[src/rtl/instr_fetch_sequencer.sv]
// Instruction fetch sequencer for the Full Nibble Processor.
// Walks the program counter through a 32-word registered-read ROM and hides
// its one-cycle latency. Each fetched word is handed to decode with a
// valid/ready handshake. Also handles branch redirects and the HALT opcode.
module instr_fetch_sequencer #(
  parameter int                    ADDR_WIDTH  = 5,
  parameter int                    DATA_WIDTH  = 24,
  parameter logic [ADDR_WIDTH-1:0] RESET_PC    = '0,
  parameter logic [3:0]            HALT_OPCODE = 4'hF,
  parameter int                    CNT_WIDTH   = 8
) (
  input  logic                  clk,
  input  logic                  reset,
  output logic [ADDR_WIDTH-1:0] rom_addr,
  input  logic [DATA_WIDTH-1:0] rom_q,
  output logic [DATA_WIDTH-1:0] instr,
  output logic [ADDR_WIDTH-1:0] instr_pc,
  output logic                  instr_valid,
  input  logic                  instr_ready,
  input  logic                  branch_valid,
  input  logic [ADDR_WIDTH-1:0] branch_target,
  output logic                  halted,
  output logic [CNT_WIDTH-1:0]  accept_count
);

  // FETCH: ROM samples pc. WAIT: ROM data arrives. VALID: offered to decode.
  typedef enum logic [1:0] {
    S_FETCH = 2'd0,
    S_WAIT  = 2'd1,
    S_VALID = 2'd2,
    S_HALT  = 2'd3
  } state_e;

  state_e                state_q,        state_d;
  logic [ADDR_WIDTH-1:0] pc_q,           pc_d;
  logic [DATA_WIDTH-1:0] instr_q,        instr_d;
  logic [ADDR_WIDTH-1:0] instr_pc_q,     instr_pc_d;
  logic                  instr_valid_q,  instr_valid_d;
  logic                  halted_q,       halted_d;
  logic [CNT_WIDTH-1:0]  accept_count_q, accept_count_d;

  logic accept;
  logic halt_op;

  assign accept  = (state_q == S_VALID) && instr_ready;
  assign halt_op = (instr_q[DATA_WIDTH-1 -: 4] == HALT_OPCODE);

  // Next-state and next-output computation for the fetch sequence.
  always_comb begin
    // NOTE: every _d gets its hold value first so no path leaves it unassigned,
    // which would otherwise infer a latch.
    state_d        = state_q;
    pc_d           = pc_q;
    instr_d        = instr_q;
    instr_pc_d     = instr_pc_q;
    instr_valid_d  = instr_valid_q;
    halted_d       = halted_q;
    accept_count_d = accept_count_q;

    // An accept is counted even when a redirect overrides where pc goes next.
    if (accept && (accept_count_q != {CNT_WIDTH{1'b1}})) begin
      accept_count_d = accept_count_q + CNT_WIDTH'(1);
    end

    unique case (state_q)
      S_FETCH: begin
        if (branch_valid) begin
          pc_d    = branch_target;
          state_d = S_FETCH;
        end else begin
          state_d = S_WAIT;
        end
      end
      S_WAIT: begin
        if (branch_valid) begin
          // The word the ROM is returning belongs to the old pc; drop it.
          pc_d    = branch_target;
          state_d = S_FETCH;
        end else begin
          instr_d       = rom_q;
          instr_pc_d    = pc_q;
          instr_valid_d = 1'b1;
          state_d       = S_VALID;
        end
      end
      S_VALID: begin
        if (branch_valid) begin
          pc_d          = branch_target;
          instr_valid_d = 1'b0;
          state_d       = S_FETCH;
        end else if (instr_ready) begin
          instr_valid_d = 1'b0;
          if (halt_op) begin
            halted_d = 1'b1;
            state_d  = S_HALT;
          end else begin
            pc_d    = pc_q + ADDR_WIDTH'(1);
            state_d = S_FETCH;
          end
        end
      end
      S_HALT: begin
        state_d = S_HALT;
      end
      default: begin
        state_d = S_FETCH;
      end
    endcase
  end

  // Register all state; reset overrides everything including HALT.
  always_ff @(posedge clk) begin
    // NOTE: non-blocking assignments here so every flop samples the values
    // that were present before this edge, independent of statement order.
    if (reset) begin
      state_q        <= S_FETCH;
      pc_q           <= RESET_PC;
      instr_q        <= '0;
      instr_pc_q     <= '0;
      instr_valid_q  <= 1'b0;
      halted_q       <= 1'b0;
      accept_count_q <= '0;
    end else begin
      state_q        <= state_d;
      pc_q           <= pc_d;
      instr_q        <= instr_d;
      instr_pc_q     <= instr_pc_d;
      instr_valid_q  <= instr_valid_d;
      halted_q       <= halted_d;
      accept_count_q <= accept_count_d;
    end
  end

  assign rom_addr     = pc_q;
  assign instr        = instr_q;
  assign instr_pc     = instr_pc_q;
  assign instr_valid  = instr_valid_q;
  assign halted       = halted_q;
  assign accept_count = accept_count_q;

endmodule
[config.mk]
export PLATFORM = sky130hd
export DESIGN_NAME = instr_fetch_sequencer
export DESIGN_NICKNAME = d
export VERILOG_FILES = /design/src/rtl/instr_fetch_sequencer.sv
export SDC_FILE = /design/constraint.sdc
export NUM_CORES = 1
export LEC_CHECK = 0
export CAP_MARGIN = 20
export CORE_MARGIN = 8
export CORE_UTILIZATION = 46
export DETAILED_ROUTE_END_ITERATION = 7
export PLACE_DENSITY = 0.84
export SYNTH_ARGS = -nofsm -noshare
export SYNTH_HDL_FRONTEND = slang
export SYNTH_SLANG_ARGS = --single-unit
export TNS_END_PERCENT = 10
[constraint.sdc]
create_clock -name clk -period 2.4 [get_ports clk]
set_clock_uncertainty 0.15 [all_clocks]
set_input_delay 0.36 -clock clk [delete_from_list [all_inputs] [get_ports clk]]
set_output_delay 0.36 -clock clk [all_outputs]
set_load 0.02 [all_outputs]
# ---- Yosys cells after proc, flatten, opt, wreduce, memory -nomap -nowiden
# Cells that the tools add are included.
dict set report totals {
  reg_bits 46
  out_inout_bits 44
  wordCells 44
}
dict set report classes {
  n_addsub 2
  eq_ne 9
  mux 15
  bitwise_logic 1
  reduce_logical 10
}
# op count
set op_table {}
lappend op_table {{$mux 5} 4}
lappend op_table {{$pmux 5 s2} 1}
lappend op_table {{$add 8x1->8 const B} 1}
lappend op_table {{$mux 2} 4}
lappend op_table {{$ne 8x8->1 const B} 1}
lappend op_table {{$pmux 2 s4} 1}
lappend op_table {{$reduce_and 4->1} 2}
lappend op_table {{$ne 3x3->1 const B} 2}
lappend op_table {{$add 5x1->5 const B} 1}
lappend op_table {{$eq 2x2->1 const B} 2}
lappend op_table {{$eq 4x4->1 const B} 1}
lappend op_table {{$mux 1} 4}
lappend op_table {{$reduce_bool 2->1} 2}
lappend op_table {{$reduce_and 3->1} 1}
lappend op_table {{$eq 2x1->1 const B} 1}
lappend op_table {{$logic_and 1x1->1} 2}
lappend op_table {{$logic_not 2->1} 1}
lappend op_table {{$ne 2x1->1 const B} 1}
lappend op_table {{$ne 2x2->1 const B} 1}
lappend op_table {{$pmux 1 s2} 1}
lappend op_table {{$reduce_and 2->1} 1}
lappend op_table {{$reduce_or 2->1} 1}
lappend op_table {{$not 1->1} 1}

# ---- Depth between registers and ports, before layout
# Gate-level depths: netlist of run 1.
dict set report logic_depth {
  ltp_word 5
  mapped_depth 7
  ltp_nobuf 5
}

# ---- Least setup slack after synthesis of run 1
# No wires, ideal clock.
dict set report synth_timing {
  kind {reg-to-reg}
  start {register accept_count_q[0], in the netlist accept_count[0]}
  end {register accept_count_q[1], in the netlist accept_count[1]}
  setup_ns 0.128
  arrival_ns 1.412
  t_required_ns 2.122
  path_slack_ns 0.710
  stages_incl_launch_ff 6
  n_path_buf 0
  path_cell_list {dfxtp_1 ha_1 nand3_1 o21ai_0 mux2i_1 nor2_1}
}
dict set report synth_between {
  elab_chain_cells 2
}
# element line
set synth_rtl {}
lappend synth_rtl {{start: declaration} 40} ;# logic [CNT_WIDTH-1:0] accept_count_q, accept_count_d;
lappend synth_rtl {{start signal: assignment} 130} ;# accept_count_q <= accept_count_d;
lappend synth_rtl {{parallel branches: the longest is 2 deep, another holds $add 8x1->8} --}
# Several ways; the timed one is not identified.
# A chain may end at the register's enable or synchronous reset.

# ---- Final worst setup path of run 1
dict set report layout_timing {
  start {input port branch_valid}
  end {register pc_q[1], in the netlist rom_addr[1]}
}
dict set report layout_between {
  elab_chain_cells 2
}
# element line
set layout_rtl {}
lappend layout_rtl {{start: declaration} 20} ;# input logic branch_valid,
lappend layout_rtl {{$ne 3x3->1 (no line), or another cell as far along} --}
lappend layout_rtl {{$reduce_and 4->1 (no line) / $pmux 5 s2 (equally long branches)} --}
lappend layout_rtl {{end signal: assignment} 125} ;# pc_q <= pc_d;
lappend layout_rtl {{end: declaration} 35} ;# logic [ADDR_WIDTH-1:0] pc_q, pc_d;
# Several ways; a longest one is shown, not always the timed one.

==> impl_metrics.tcl, run 1 <==
set metrics [dict create \
    status "finished, final reports clean" \
    path_max_fanout 10 \
    avgSynthCellArea_um2 8.29 \
    die_area_um2 6530 \
    finalCritPeriodShare_pct 80.8 \
    max_freq_ghz 0.516 \
    core_um2 4030 \
    leakage_nw 0.991 \
    setup_viol 0 \
    rsz0062_at_grt "no" \
    worstMarginPinSlew_ps 526 \
    hold_viol_final 0 \
    grt_max_degree 32 \
    cts_root_buffer "clkbuf_8" \
    place_area_um2 2710 \
    critical_path.endpoint_type "flop" \
    clkTransAtPathRegs_ps 90 \
    cts_tree "done" \
    tns_ps 0 \
    area_growth_pct 45.0 \
    drive_gt1_share_pct 5.57 \
    initial_core_util_pct 48.0 \
    wl_per_cell_um 14.4 \
    port_buffers 76 \
    finalWirelength_um 5110 \
    yosysUniqueCellTypes 41 \
    die_h_um 80.8 \
    async_flop_share_pct 0 \
    synth.ff_latch_count 46 \
    synth_top_area_share_pct 47.7 \
    synth_area_leaders "dfxtp_1 (48%), nand2_1 (12%), a21oi_1 (9.1%)" \
    hold_class "flop to flop" \
    grtUsageTotal_pct 15.5 \
    htreeDepth 2 \
    yosysWarnings 0 \
    critPathLaunchType "primary input" \
    drt-pass1-iter-count 4 \
    grt_pass1_vias 1816 \
    place_hpwl_um 3800 \
    drt_iter0_markers 101 \
    via_per_inst 5.17 \
    cp_data_required_time_ps 2440 \
    final_cell_mix "clkdlybuf4s50_1 (75), nand2_1 (60), dfxtp_1 (46)" \
    ctsResizeCount 0 \
    worstSetupPathType "primary input to flop" \
    cts_sinks 46 \
    yosysSeqAreaShare_pct 47.7 \
    mappedNetlistArea_um2 1930 \
    ant_nets 0 \
    vias 1834 \
    routabilityCongestion 0.792 \
    route.detailed.drc 0 \
    synth_fp_nets 268 \
    synthFlopType "dfxtp_1" \
    final_common_cell "clkdlybuf4s50_1" \
    n_antenna_cell 0 \
    postCtsHoldBufs 0 \
    finalNonFillerCells 355 \
    maxSlewViolCount 0 \
    dp_slack_ps 182 \
    clockBufferDepth 2 \
    vdd_drop_max_mv 0.488 \
    grt_pass1_wl_um 8200 \
    synth_edf_count 0 \
    antenna_found_initial 0 \
    nets 339 \
    fin_crit_ps 1940 \
    worstSkewPairLatency_ps 300 \
    synth_top_cell_by_area "dfxtp_1" \
    num_io_pins 77 \
    post-cts-setup-buffer-count 0 \
    rows 23 \
    fin_util_pct 69.5 \
    syn_inst 233 \
    num-fill-cells 331 \
    fin_area_um2 2800 \
    dp_cells 347 \
    powerDensity_nw_per_um2 537 \
    worst_slack_ps 461 \
    die_x_um 80.8 \
    worstPathArrival_ps 1980 \
    grt_overflow 0 \
    p_total_mw 1.50 \
    fin_hold_ws_ps 306 \
    cts_buffers 5 \
    maxSlewHeadroom_pct 64.9 \
    max_cap_violations 0 \
]
## logic make-up after synthesis
group,count (synthesis),synth area share [%]
simple gates,104,25.1
compound gates,57,17.6
flops,46,47.7
buf+inv,16,4.60
xor+xnor,5,2.27
mux,3,1.55
fa+ha+maj,2,1.30
## cell type report
| class | instances | area (um2) | area share [%] |
|---|---|---|---|
| well taps | 50 | 62.6 | 2.23 |
| flip-flops and latches | 46 | 921 | 32.9 |
| repair buffers | 80 | 798 | 28.5 |
| clock inverters | 2 | 12.5 | 0.447 |
| clock buffers | 6 | 82.6 | 2.95 |
| multi-input cells | 171 | 925 | 33.0 |
## state kept, by name, indices dropped and copies added (netlist names)
name,count
instr,24
accept_count,8
instr_pc,5
rom_addr,5
state_q,2
halted,1
instr_valid,1
## final timing paths
kind / from / to / slack [ps] / cells after the start
worst max-delay path: branch_valid / rom_addr[1] / 460 / 5
worst min-delay path: instr[4] / instr[4] / 310 / 2
worst max register to register: state_q[1] / rom_addr[3] / 540 / 4
worst min register to register: instr[4] / instr[4] / 310 / 2
## layer usage
layer	routed length, um	up-vias	global-route usage, %	part of all wire, %
li1	-	928	-	-
met1	2110	837	17.0	41
met2	2360	62	25.7	46
met3	587	7	7.95	11
met4	61	0	4.82	1.2
met5	0	-	0	0
## synth_stat cells (2+ instances only)
library cell and instances:
a21boi_0 2, a21oi_1 35, and2_0 2, and2_1 2
and3_1 3, buf_1 2, buf_2 4, buf_4 2
buf_6 2, clkbuf_1 5, dfxtp_1 46, ha_1 2
mux2i_1 3, nand2_1 60, nand2b_1 4, nand3_1 4
nand4_1 3, nor2_1 12, nor2b_1 2, nor3_1 3
o211ai_1 3, o21ai_0 7, o22ai_1 2, or3_1 2
xor2_1 5
## critical path, cell delays in order
cell and delay, ps:
clkdlybuf4s50_1 550, and4b_4 240, a221oi_4 440, nor2_1 100, a311oi_1 290
## power by group
part	switching (mW)	internal, mW	total [mW]
Sequential	0.0228	0.786	0.809
Combinational	0.0951	0.112	0.207
Clock	0.256	0.232	0.488
Total	0.374	1.13	1.50
Note: power is estimated with default switching activity, not from simulation.
==> run 2, diff against run 1 <==
--- a/config.mk
+++ b/config.mk
@@ -7,9 +7,9 @@
 export LEC_CHECK = 0
 export CAP_MARGIN = 20
 export CORE_MARGIN = 8
-export CORE_UTILIZATION = 46
+export CORE_UTILIZATION = 43
 export DETAILED_ROUTE_END_ITERATION = 7
-export PLACE_DENSITY = 0.84
+export PLACE_DENSITY = 0.8
 export SYNTH_ARGS = -nofsm -noshare
 export SYNTH_HDL_FRONTEND = slang
 export SYNTH_SLANG_ARGS = --single-unit
==> constraint.sdc (replaced) <==
create_clock -name clk -period 1.8 [get_ports clk]
set_clock_uncertainty 0.15 [all_clocks]
set_input_delay 0.27 -clock clk [delete_from_list [all_inputs] [get_ports clk]]
set_output_delay 0.27 -clock clk [all_outputs]
set_load 0.02 [all_outputs]
==> impl_metrics.tcl, run 2 (synthesis gave the netlist of run 1 again) <==
set metrics [dict create \
    status "finished, final reports clean" \
    drive_gt1_share_pct 9.18 \
    critical_path.endpoint_type "primary output" \
    routabilityCongestion 0.834 \
    num_io_pins 77 \
    final_common_cell "clkdlybuf4s50_1" \
    finalCritPeriodShare_pct 96.9 \
    cp_data_required_time_ps 1380 \
    crit_family "buffers and inverters" \
    leakage_nw 1.18 \
    n_antenna_cell 0 \
    cpMaxStageDelayCell "clkdlybuf4s50_1" \
    clockBufferDepth 2 \
    htreeDepth 2 \
    nets 351 \
    maxSlewViolCount 0 \
    area_growth_pct 50.9 \
    cts_tree "done" \
    hold_class "primary input to flop" \
    fin_crit_ps 1740 \
    route.detailed.drc 0 \
    grt_use_met2_pct 24.0 \
    rsz0062_at_grt "yes" \
    die_h_um 83.0 \
    ant_nets 0 \
    cts_buffers 5 \
    initial_core_util_pct 44.4 \
    port_buffers 76 \
    setup_viol 0 \
    grt_overflow 0 \
    worst-path-buf-inv 1 \
    clkTransAtPathRegs_ps 90 \
    postCtsHoldBufs 0 \
    max_cap_violations 0 \
    critPathLaunchType "flop" \
    finalNonFillerCells 368 \
    grt_use_met1_pct 15.9 \
    crit_chain "clkdlybuf4s50_1" \
    grt_pass1_vias 1809 \
    antenna_found_initial 0 \
    worstMarginPinSlew_ps 512 \
    rows 24 \
    drt_iter0_markers 85 \
    grt_busiest_layer "met2" \
    cp_slowest_stage_delay_ps 630 \
    hold_viol_final 0 \
    path_max_fanout 4 \
    grt_max_degree 30 \
    largest_register_ffs 24 \
    max_freq_ghz 0.573 \
    worstSkewPairLatency_ps 300 \
    grtUsageTotal_pct 14.8 \
    finalWirelength_um 5240 \
    use_met3_pct 7.32 \
    drt-pass1-iter-count 4 \
    p_total_mw 1.98 \
    maxSlewHeadroom_pct 65.8 \
    cts_sinks 46 \
    cts_root_buffer "clkbuf_8" \
    wl_per_cell_um 14.2 \
    powerDensity_nw_per_um2 678 \
    final_cell_mix "clkdlybuf4s50_1 (65), nand2_1 (60), dfxtp_1 (46)" \
    vdd_drop_max_mv 0.554 \
    place_hpwl_um 3800 \
    worstSetupPathType "flop to primary output" \
    die_x_um 83.0 \
    worstPathArrival_ps 1320 \
    vias 1845 \
    via_per_inst 5.01 \
    core_um2 4350 \
    die_area_um2 6890 \
    grt_pass1_wl_um 8630 \
    dp_cells 359 \
]
-- run 2: power breakdown --
group	switching [mW]	internal (mW)
Clock	0.343	0.261
Sequential	0.0258	1.05
Combinational	0.135	0.163
-- run 2: stage by stage --
stage	area, um2	setup TNS (ps)	util (%)	worst slack, ps	hold WS (ps)
global route	2920	-22.1	67.0	-20.2	286
finish	2920	0	67.0	55.7	273
global placement	2810	-3810	64.5	-228	291
detailed placement	2810	-5250	64.5	-294	295
CTS	2880	0	66.2	4.05	258
floorplan	1930	0	-	110	256
-- run 2: final timing paths --
path,from,to,slack (ps),cells after the start
setup / recovery,accept_count[5],accept_count[5],60,1
hold / removal,reset,accept_count[2],270,2
setup reg to reg,accept_count[1],accept_count[1],100,5
hold reg to reg,instr[10],instr[10],300,2
-- run 2: area by class of cell --
cell class	count	area (um2)
well taps	52	65.1
clock buffers	5	68.8
clock inverters	2	10.0
repair buffers	92	923
fillers	377	1440
multi-input cells	171	927
flip-flops and latches	46	921
-- run 2: timing repair --
item,in CTS,in global routing
endpoints found under the setup margin,4,12
gates cloned,0,0
pin swaps,0,1
resized for setup,4,7
setup buffers,0,2
-- run 2: metal layers --
metal | routed length (um) | vias to the layer above
li1 | - | 955
met2 | 2460 | 54
met3 | 533 | 7
met4 | 61 | 0
met5 | 0 | -
met1 | 2180 | 829
==> RTL change 1 (config.mk and constraints of run 1) <==
The parameter `ADDR_WIDTH` goes from 5 to 6.
--- a/src/rtl/instr_fetch_sequencer.sv
+++ b/src/rtl/instr_fetch_sequencer.sv
@@ -4,5 +4,5 @@
 // valid/ready handshake. Also handles branch redirects and the HALT opcode.
 module instr_fetch_sequencer #(
-  parameter int                    ADDR_WIDTH  = 5,
+  parameter int                    ADDR_WIDTH  = 6,
   parameter int                    DATA_WIDTH  = 24,
   parameter logic [ADDR_WIDTH-1:0] RESET_PC    = '0,
Interface: changed (resized branch_target, instr_pc and rom_addr); port bits go from 77 to 80. No check against the original RTL was run, so the function may have changed too.
==> RTL change 1 against run 1 <==
Design area grew 5.0%. Final cell count grew 6.2%. Area after synthesis grew 4.3%. Total power grew 11%. Sequential cell count grew 2. Routed wire length grew 4.0%. Synthesized cell count grew 6.9%. Largest power group unchanged. Fmax grew 1.6%. Worst setup slack gained 0.031 ns. Critical endpoint is now rom_addr[3]. Sequential power grew 4.9%.
==> RTL change 1: results (changes against run 1) <==
Outcome:
- Outcome: completed (unchanged).

Cells and area:
- The non-clock inverter count in the final layout is 4 (was 0).
- The number of fill cells is 386 (was 331).
- The fraction of final layout cells with drive strength greater than 1 came to 5.85% (was 5.57%).
- The total of clock buffers placed in the layout is 5 (was 6).
- The final-layout clock-cell area share is 3.78% (was 3.39%).
- The sequential cell count is 48 (was 46).
- The count of buffers not belonging to the clock network in the layout is 83 (was 80).
- The count of multi-input combinational gates is 182 (was 171).
- The fraction of standard cell area that is sequential is 32.7% (was 32.9%).

Worst setup path:
- The largest fanout on the critical path was 7 (was 10).
- The largest delay contributor family on the critical path is buffers and inverters (was compound AO/OA/AOI/OAI gates).
- The critical path data arrival time is 1.40 ns (was 1.98 ns).
- The register-to-register setup slack is 0.56 ns (was 0.54 ns).
- The worst stage delay on the critical path is 0.65 ns (was 0.55 ns).

Route:
- The detailed-route vias per instance came to 5.18 (was 5.17).
- The met2 layer wire length in the routed design is 2570 um (was 2360 um).
- The amount of wire on met3 after detailed routing is 497 um (was 587 um).
- The DRC marker count from the first detailed-route iteration was 68 (was 101).
- The total wire length after detailed routing was 5320 um (was 5110 um).
- The routed metal-1 wirelength is 2190 um (was 2110 um).

Global routing:
- The first-pass GRT wire length came to 8730 um (was 8200 um).
- The fraction of met3 tracks used by global routing is 8.01% (was 7.95%).
- The number of global-route vias before repair is 1908 (was 1816).
- The pin count of the biggest net entering global routing came to 35 (was 32).

Logic synthesis:
- The number of distinct library cells after synthesis is 42 (was 41).
- The share of the yosys chip area belonging to registers is 47.7% (about the same).
- The adder and majority cell fraction of the synthesized area is 1.24% (was 1.30%).
- Most used standard cells in the synthesized netlist: sky130_fd_sc_hd__nand2_1, sky130_fd_sc_hd__dfxtp_1, sky130_fd_sc_hd__a21oi_1 (unchanged).
- Synth area leaders: sky130_fd_sc_hd__dfxtp_1, sky130_fd_sc_hd__nand2_1, sky130_fd_sc_hd__a21oi_1 (unchanged).
- The compound-gate portion of the synthesized area was 18.0% (was 17.6%).
- The xor and xnor area share after synthesis is 2.17% (was 2.27%).
- The net count after synthesis is 285 (was 268).
- The mux cell area share after synthesis is 0.497% (was 1.55%).

Worst hold path:
- The class of the tightest hold or removal check was register to register (unchanged).

Placed design:
- The port buffer count was 79 (was 76).
- The detailed placement HPWL is 3880 um (was 3800 um).
- The final weighted congestion in routability-driven placement is 0.865 (was 0.792).

CTS:
- The buffer type at the clock tree root is sky130_fd_sc_hd__clkbuf_8 (unchanged).

Timing:
- The actual slew at the worst max-slew pin came to 0.610 ns (was 0.526 ns).

Pwr:
- The peak supply drop is 0.000380 V (was 0.000488 V).
- The leakage power total is 0.00107 uW (was 0.000991 uW).
-- RTL change 1: cell count changes after synthesis, moves of 3 or more --
cell,change
sky130_fd_sc_hd__clkbuf_1,+5
sky130_fd_sc_hd__inv_1,+3
sky130_fd_sc_hd__buf_2,-3
sky130_fd_sc_hd__nand2_1,+5
sky130_fd_sc_hd__a31oi_1,+3
sky130_fd_sc_hd__and4_1,+3
sky130_fd_sc_hd__nor2_1,+3
sky130_fd_sc_hd__nand2b_1,-4
-- RTL change 1: final timing paths --
check | endpoint | startpoint | depth (start not counted)
hold reg to reg | instr[15] | instr[15] | 2
setup / recovery | rom_addr[3] | rom_addr[3] | 1
setup reg to reg | rom_addr[0] | state_q[0] | 3
hold / removal | instr[15] | instr[15] | 2
-- RTL change 1: cell families (layout without fill, tap and decap cells) --
logic type | Yosys count | after routing
compound gates | 63 | 63
simple gates | 111 | 111
flops | 48 | 48
buf+inv | 19 | 95
mux | 1 | 1
fa+ha+maj | 2 | 2
xor+xnor | 5 | 5
-- RTL change 1: metrics by stage --
step / hold WS [ns] / utilization [%] / setup slack [ns] / area [um2] / instances
floorplan: 0.346 / - / 0.651 / 2010 / 249
global placement: 0.290 / 65.9 / 0.276 / 2830 / 369
detailed placement: 0.296 / 65.9 / 0.223 / 2830 / 369
CTS: 0.308 / 68.5 / 0.478 / 2940 / 377
global route: 0.321 / 68.5 / 0.347 / 2940 / 377
finish: 0.306 / 68.5 / 0.492 / 2940 / 377
-- RTL change 1: report_power, final --
group | internal, uW | leakage, uW | switching [uW]
Clock | 308 | 0.0000541 | 270
Sequential | 824 | 0.000390 | 24.3
Combinational | 123 | 0.000624 | 113
==> RTL change 2 (flow settings as in run 1) <==
Made on the original files. Reset style: asynchronous (`reset`), changed in one clocked block.
--- a/src/rtl/instr_fetch_sequencer.sv
+++ b/src/rtl/instr_fetch_sequencer.sv
@@ -110,5 +110,5 @@
 
   // Register all state; reset overrides everything including HALT.
-  always_ff @(posedge clk) begin
+  always_ff @(posedge clk or posedge reset) begin
     // NOTE: non-blocking assignments here so every flop samples the values
     // that were present before this edge, independent of statement order.
Check against the original RTL: differs if reset is asserted again (counterexample within 4 cycles, from zero or initial values and one cycle with reset high); with reset held inactive, the same outputs for 10 cycles.
==> RTL change 2 against run 1 <==
Routed wire length increased by 1.7%. Area after synthesis increased by 9.5%. Sequential share of layout area increased by 5.2 points. Final cell count decreased by 17%. Core utilization decreased by 0.61 points. Register-to-register slack improved by 0.03 ns. Design area increased by 7.9%. Synthesized cell count decreased by 30%. First-iteration DRC count decreased by 66%. Sequential cell count unchanged. Worst setup slack got worse by 0.056 ns. Critical endpoint is now accept_count[2].
Power is not compared: it rests on default switching activity, and its combinational part moved more than twofold at a synthesized area within 25%.
==> RTL change 2: results (changes against run 1) <==
Cells and area:
- The number of flip-flops in the largest register is 24 (unchanged).
- The number of fill cells came to 346 (was 331).
- The number of standard cells in the layout, taps in and fillers out is 296 (was 355).
- The fraction of final layout cells with drive strength greater than 1 came to 20.9% (was 5.57%).
- The net count reported at finish came to 279 (was 339).

Logic synthesis:
- The net count after synthesis is 197 (was 268).
- The share of the yosys chip area belonging to registers was 54.4% (was 47.7%).
- The average cell area after synthesis is 13.1 um2 (was 8.29 um2).
- The library cell with the highest instance count after synthesis is sky130_fd_sc_hd__dfrtp_1 (was sky130_fd_sc_hd__nand2_1).
- The number of distinct library cells after synthesis is 40 (was 41).
- Synth area leaders: sky130_fd_sc_hd__dfrtp_1, sky130_fd_sc_hd__mux2_2, sky130_fd_sc_hd__mux2_4 (was sky130_fd_sc_hd__dfxtp_1, sky130_fd_sc_hd__nand2_1, sky130_fd_sc_hd__a21oi_1).
- Most used standard cells in the synthesized netlist: sky130_fd_sc_hd__dfrtp_1, sky130_fd_sc_hd__mux2_2, sky130_fd_sc_hd__a21oi_1 (was sky130_fd_sc_hd__nand2_1, sky130_fd_sc_hd__dfxtp_1, sky130_fd_sc_hd__a21oi_1).
- The share of flip-flops with an asynchronous set or reset is 100% (was 0%).

Global routing:
- The total routing usage reported by global routing came to 15.2% (was 15.5%).
- The number of global-route vias before repair is 1695 (was 1816).
- The pin count of the biggest net entering global routing came to 21 (was 32).
- The first-pass GRT wire length came to 8700 um (was 8200 um).

Pwr:
- The internal portion of the total power is 2470 uW.

Placed design:
- The detailed placement HPWL is 4040 um (was 3800 um).
- The final weighted congestion in routability-driven placement is 0.769 (was 0.792).
- The number of cells after detailed placement is 289 (was 347).
- The post-placement worst setup slack is 0.330 ns (was 0.182 ns).
- The port buffer count is 76 (unchanged).

Timing:
- The worst max-slew margin expressed relative to the limit is 71.1% (was 64.9%).

Worst hold path:
- The class of the tightest hold or removal check is primary input to asynchronous set/reset pin (was register to register).

Route:
- The DRC marker count from the first detailed-route iteration came to 34 (was 101).
- The detailed-route vias per instance is 5.34 (was 5.17).
- The routed length per placed instance is 17.6 um (was 14.4 um).

Worst setup path:
- The critical path data arrival time came to 1.49 ns (was 1.98 ns).
- The largest fanout on the critical path is 8 (was 10).
- The worst stage delay on the critical path is 0.67 ns (was 0.55 ns).
- The largest delay contributor family on the critical path is buffers and inverters (was compound AO/OA/AOI/OAI gates).
- The slowest library cell on the worst path is sky130_fd_sc_hd__clkdlybuf4s50_1 (unchanged).

Outcome:
- Outcome: completed (unchanged).

CTS:
- The total CTS buffers was 5 (unchanged).
==> RTL change 2: metal layers <==
layer	track usage [%]	wire length, um	up-vias
li1	-	-	747
met1	18.3	2200	762
met2	23.2	2410	65
met3	7.91	529	8
met4	4.08	60	0
met5	0	0	-
==> RTL change 2: cell type report <==
type                    count  area share, %
flip-flops and latches     46           38.1
well taps                  52           2.15
clock inverters             1          0.248
inverters                   5          0.621
repair buffers             82           27.5
clock buffers               6           2.40
multi-input cells         104           29.0
==> RTL change 2: power groups by stage <==
stage | clock, uW | sequential, uW | combinational, uW
floorplan | 0 | 1830 | 815
global placement | 0 | 1490 | 2040
detailed placement | 0 | 1510 | 2090
CTS | 473 | 1500 | 2100
global route | 505 | 1560 | 2210
finish | 453 | 1490 | 2070
==> RTL change 2: path summary, 6_finish.rpt <==
check	endpoint	slack, ns	start	depth (start not counted)
hold reg to reg	halted	0.32	halted	1
max in group asynchronous	instr[17]	1.30	reset	3
setup reg to reg	accept_count[1]	0.57	accept_count[0]	4
setup / recovery	accept_count[2]	0.40	accept_count[2]	1
hold / removal	instr[23]	0.23	reset	2
min in group clk	halted	0.32	halted	1
==> RTL change 2: logic make-up after synthesis <==
family,Yosys count,synth area share [%]
simple gates,35,10.8
fa+ha+maj,2,1.18
flops,46,54.4
compound gates,33,9.82
buf+inv,12,4.20
xor+xnor,1,0.414
mux,33,19.2
==> RTL change 2: metrics by stage <==
| stage | hold WS [ns] | total power (uW) | cell area, um2 |
|---|---|---|---|
| 3_5_place_dp | 0.302 | 3600 | 2940 |
| 6_report | 0.234 | 4020 | 3020 |
| 3_3_place_gp | 0.317 | 3520 | 2940 |
| 2_1_floorplan | 0.299 | 2650 | 2120 |
| 5_1_grt | 0.269 | 4270 | 3020 |
| 4_1_cts | 0.250 | 4070 | 3020 |
